===== config.mk =====
export PLATFORM = sky130hd
export DESIGN_NAME = ex_mem_stage
export DESIGN_NICKNAME = d
export VERILOG_FILES = /design/src/rtl/ex_mem_stage_pkg.sv /design/src/rtl/ex_mem_stage_skid.sv /design/src/rtl/ex_mem_stage.sv
export SDC_FILE = /design/constraint.sdc
export NUM_CORES = 1
export LEC_CHECK = 0
export CAP_MARGIN = 5
export CELL_PAD_IN_SITES_DETAIL_PLACEMENT = 1
export CELL_PAD_IN_SITES_GLOBAL_PLACEMENT = 2
export CORE_MARGIN = 2
export CORE_UTILIZATION = 31
export CTS_CLUSTER_DIAMETER = 200
export DETAILED_ROUTE_END_ITERATION = 8
export PLACE_DENSITY = 0.75
export SLEW_MARGIN = 10
export SYNTH_ARGS = -nofsm -noshare
export SYNTH_HDL_FRONTEND = slang
export SYNTH_HIERARCHICAL = 1
export SYNTH_SLANG_ARGS = --single-unit

===== constraint.sdc =====
create_clock -name clk -period 4.4 [get_ports clk]
set_input_delay 0.66 -clock clk [delete_from_list [all_inputs] [get_ports clk]]
set_output_delay 0.66 -clock clk [all_outputs]
set_load 0.01 [all_outputs]

===== src/rtl/ex_mem_stage_pkg.sv =====
// Shared definitions for the EX->MEM pipeline boundary: default widths and payload layout.
package ex_mem_stage_pkg;

   localparam int unsigned EX_MEM_DATA_W = 32;
   localparam int unsigned EX_MEM_REG_AW = 5;
   localparam int unsigned EX_MEM_CNT_W  = 32;

   // Field order here is the bit order used when the stage packs its payload vector.
   typedef struct packed {
      logic [EX_MEM_DATA_W-1:0] rslt;
      logic [EX_MEM_DATA_W-1:0] store_data;
      logic [EX_MEM_REG_AW-1:0] dest;
      logic                     reg_write;
      logic                     mem_read;
      logic                     mem_write;
      logic                     branch_taken;
   } ex_mem_payload_t;

   function automatic int unsigned payload_w(int unsigned data_w, int unsigned reg_aw);
      return 2 * data_w + reg_aw + 4;
   endfunction

endpackage


===== src/rtl/ex_mem_stage_skid.sv =====
// Two-register valid/ready skid buffer; in_ready_o is purely registered state.
module skid_buffer #(
   parameter int unsigned W = 8
) (
   input  logic         clk_i,
   input  logic         rst_i,
   input  logic         flush_i,
   input  logic         in_valid_i,
   output logic         in_ready_o,
   input  logic [W-1:0] in_data_i,
   output logic         out_valid_o,
   input  logic         out_ready_i,
   output logic [W-1:0] out_data_o
);

   logic         main_valid_q, main_valid_d;
   logic         skid_valid_q, skid_valid_d;
   logic [W-1:0] main_q, main_d;
   logic [W-1:0] skid_q, skid_d;
   logic         accept, emit;

   assign in_ready_o  = ~skid_valid_q;
   assign out_valid_o = main_valid_q;
   assign out_data_o  = main_q;
   assign accept      = in_valid_i & in_ready_o;
   assign emit        = main_valid_q & out_ready_i;

   always_comb begin
      main_valid_d = main_valid_q;
      skid_valid_d = skid_valid_q;
      main_d       = main_q;
      skid_d       = skid_q;
      if (flush_i) begin
         main_valid_d = 1'b0;
         skid_valid_d = 1'b0;
      end else if (!main_valid_q) begin
         if (accept) begin
            main_d       = in_data_i;
            main_valid_d = 1'b1;
         end
      end else if (emit) begin
         // skid is only occupied when main is, so it always drains first to keep FIFO order
         if (skid_valid_q) begin
            main_d       = skid_q;
            skid_valid_d = 1'b0;
         end else if (accept) begin
            main_d = in_data_i;
         end else begin
            main_valid_d = 1'b0;
         end
      end else if (accept) begin
         skid_d       = in_data_i;
         skid_valid_d = 1'b1;
      end
   end

   always_ff @(posedge clk_i or posedge rst_i) begin
      if (rst_i) begin
         main_valid_q <= 1'b0;
         skid_valid_q <= 1'b0;
         main_q       <= '0;
         skid_q       <= '0;
      end else begin
         main_valid_q <= main_valid_d;
         skid_valid_q <= skid_valid_d;
         main_q       <= main_d;
         skid_q       <= skid_d;
      end
   end

endmodule


===== src/rtl/ex_mem_stage.sv =====
// EX->MEM register boundary: packs ALU result and controls into a skid buffer, counts stall cycles.
module ex_mem_stage
   import ex_mem_stage_pkg::*;
#(
   parameter int unsigned DATA_W = EX_MEM_DATA_W,
   parameter int unsigned REG_AW = EX_MEM_REG_AW,
   parameter int unsigned CNT_W  = EX_MEM_CNT_W
) (
   input  logic              clk,
   input  logic              rst,
   input  logic              flush,
   input  logic              in_valid,
   output logic              in_ready,
   input  logic [DATA_W-1:0] in_rslt,
   input  logic              in_zero,
   input  logic [DATA_W-1:0] in_store_data,
   input  logic [REG_AW-1:0] in_dest,
   input  logic              in_reg_write,
   input  logic              in_mem_read,
   input  logic              in_mem_write,
   input  logic              in_branch,
   output logic              out_valid,
   input  logic              out_ready,
   output logic [DATA_W-1:0] out_rslt,
   output logic [DATA_W-1:0] out_store_data,
   output logic [REG_AW-1:0] out_dest,
   output logic              out_reg_write,
   output logic              out_mem_read,
   output logic              out_mem_write,
   output logic              out_branch_taken,
   output logic [CNT_W-1:0]  stall_cycles
);

   localparam int unsigned PAY_W = payload_w(DATA_W, REG_AW);

   logic [PAY_W-1:0] in_pay, out_pay;
   logic [CNT_W-1:0] stall_q, stall_d;

   assign in_pay = {in_rslt, in_store_data, in_dest, in_reg_write,
                    in_mem_read, in_mem_write, in_branch & in_zero};

   skid_buffer #(.W(PAY_W)) u_skid (
      .clk_i       (clk),
      .rst_i       (rst),
      .flush_i     (flush),
      .in_valid_i  (in_valid),
      .in_ready_o  (in_ready),
      .in_data_i   (in_pay),
      .out_valid_o (out_valid),
      .out_ready_i (out_ready),
      .out_data_o  (out_pay)
   );

   assign {out_rslt, out_store_data, out_dest, out_reg_write,
           out_mem_read, out_mem_write, out_branch_taken} = out_pay;

   always_comb begin
      stall_d = stall_q;
      if (out_valid && !out_ready && (stall_q != '1))
         stall_d = stall_q + CNT_W'(1);
   end

   always_ff @(posedge clk or posedge rst) begin
      if (rst) stall_q <= '0;
      else     stall_q <= stall_d;
   end

   assign stall_cycles = stall_q;

endmodule


==> metrics.cfg <==
[status]
status=finished clean

[sta]
period_minus_slack_ns=2.81
finalMaxSlewViolations=0
clock-skew-final_ns=0.0106
hold_violations=0
slew-limit-headroom_pct=35.7
fin_tns_setup_ns=0
worst_slack_ns=1.59
worst_pin_slew_ns=0.962
period_share_pct=63.9
setup_viol=0
rsz0062_at_grt=no
max_freq_mhz=356

[routing]
dr.pass1.iters=4
ant_nets=0
via_per_inst=5.03
wl_per_cell_um=19.8
routed_wl_mm=21.4
drc=0
vias=5436
drt-initial-drc-count=245

[floorplan]
pin_count=186
initial_utilization_pct=31.6
die_x_um=164
core.rowCount=58
die_area_mm2=0.0270
core_area_mm2=0.0252
die_h_um=164

[clock_network]
cts_setup_buffers=0
cts_tree=done
ctsHtreeMaxLevel=4
cts_root_buffer=clkbuf_16
cts_hold_buf=0
clock_path_buffers=2
worstSkewPairLatency_ns=0.42
cts_sinks=180
path_clk_slew_ns=0.07
numCtsBuffers=17
cts.repair.resized=0

[layout]
fin_area_mm2=0.0107
antenna-diode-count=0
final_cell_mix=185 x clkdlybuf4s50_1, 180 x dfrtp_1, 73 x mux2_2, 73 x o22ai_1, 70 x a2bb2oi_2
final_common_cell=clkdlybuf4s50_1
drive_gt1_share_pct=26.4
syn_to_final_growth_pct=34.4
final_nets=817
fillCellCount=2582

[yosys]
synth_top_area_cell=dfrtp_1
yosysSeqAreaShare_pct=56.5
yosys-top-cells-area=dfrtp_1 57%, a2bb2oi_2 13%, mux2_2 10%
yosys_register_bits=180
netlist_area_mm2=0.00797
syn_avg_cell_area_um2=14.1
netlist.area_leader.share_pct=56.5
syn_nets=645
syn_inst=565
synth_edf_count=0
synth_warnings=6
async_reset_ff_share_pct=100
ys.flop_type=dfrtp_1
synth_cell_types=44

[grt]
grt_usage_pct=16.4
grt_pass1_wl_mm=34.3
busiest_layer=met2
grt_pass1_vias=6047
antenna_found_initial=1
grt_max_degree=75
overflow=0
grtUsageMet3_pct=3.84
grtUsageMet1_pct=21.4
use_met2_pct=27.5

[power]
power_w=0.00493
p_per_area_mw_per_mm2=460
peakVddDrop_uv=204
power_leakage_nw=4.29

[place]
dp_slack_ns=1.13
io_buffers=185
dp_hpwl_mm=14.4
routabilityCongestion=0.779
place_area_mm2=0.0101

[critical_path]
crit_arrival_ns=3.11
cp_max_fo=55
slowest_delay_ns=0.67
critPathRequiredTime_ns=4.70
path_cells=clkdlybuf4s50_1 > nor3_1 > nand3_4 > buf_4 > mux2_2
startpoint_type=input pin
crit_family=buffers and inverters
worst-path-buf-inv=2
crit_type=in -> reg
cp_slowest_cell=nand3_4
cp-end-kind=flip-flop

[run]
maxCapViolations=0

[min_path]
hold_class=reg -> reg

[kinds of logic after synthesis]
logic type / count (synthesis) / share of synthesized area [%]
DFF: 180 / 56.5
AOI/OAI and AO/OA: 158 / 20.4
and+or+nand+nor: 76 / 5.67
muxes: 74 / 10.5
buffers and inverters: 47 / 3.61
xor gates and xnor gates: 29 / 3.19
adders and majority gates: 1 / 0.157
[synthesized netlist by cell type (2+ instances only)]
cell type  number
buf_2          11
nand3_1         6
and2_1          2
nand4_2         2
o22ai_1        73
a21oi_1         6
nand2_1        12
nor3_1          7
xnor2_1        20
clkbuf_1       12
buf_6           8
a2bb2oi_1       3
buf_1           2
a2bb2oi_2      70
mux2_2         73
nor2_1         11
buf_4           7
xor2_1          9
nand4_1        14
dfrtp_1       180
nand3_2         3
and3_1          6
inv_1           6
and4_1          2
[power breakdown]
group | leakage (nW) | internal [W] | total [W] | switching [W]
clock network | 0.299 | 0.000868 | 0.00158 | 0.000712
logic | 1.82 | 0.000697 | 0.00111 | 0.000409
registers | 2.17 | 0.00199 | 0.00224 | 0.000249
[worst register-to-register path: cells and delay by family (launching register included)]
family        cells  cell delay (ns)
mux               1             0.34
simple gates      4             1.60
flops             1             0.45
[state kept, by name, indices dropped and copies added, names as in the netlist]
register,cells
stall_cycles,32
u_skid/skid_valid_q,1
u_skid/out_valid_o,1
u_skid/skid_q,73
u_skid/out_data_o,73
[per-stage QoR]
step / util, % / hold slack [ns] / instances
after floorplan: - / 0.480 / 565
after CTS: 42.5 / 0.511 / 1080
after global routing: 42.5 / 0.525 / 1080
after detailed placement: 40.1 / 0.494 / 1048
final: 42.5 / 0.509 / 1080
after global placement: 40.1 / 0.480 / 1048
[layer usage]
| layer | vias to the layer above | routed length (um) |
|---|---|---|
| met3 | 15 | 1020 |
| met5 | - | 13 |
| met1 | 2799 | 9730 |
| met2 | 126 | 10400 |
| li1 | 2494 | - |
| met4 | 2 | 196 |
[cell type report]
cell class,count,area (um2),area share (%)
flip-flops and latches,180,4500,42.1
multi-input cells,338,3190,29.8
repair buffers,194,1960,18.3
clock buffers,17,425,3.97
well taps,330,413,3.86
clock inverters,15,190,1.78
inverters,6,26.3,0.245
[path summary, 6_finish.rpt]
check / startpoint / endpoint / slack, ns / cells past startpoint
worst min-delay path: u_skid/skid_q[25] / u_skid/skid_q[25] / 0.51 / 1
worst max register to register: stall_cycles[14] / stall_cycles[1] / 1.89 / 5
worst max-delay path: flush / u_skid/skid_q[67] / 1.59 / 5
min in group asynchronous: rst / stall_cycles[28] / 0.65 / 2
worst min register to register: u_skid/skid_q[25] / u_skid/skid_q[25] / 0.51 / 1
max in group asynchronous: rst / u_skid/out_data_o[64] / 2.43 / 3
(Power assumes the default switching activity.)
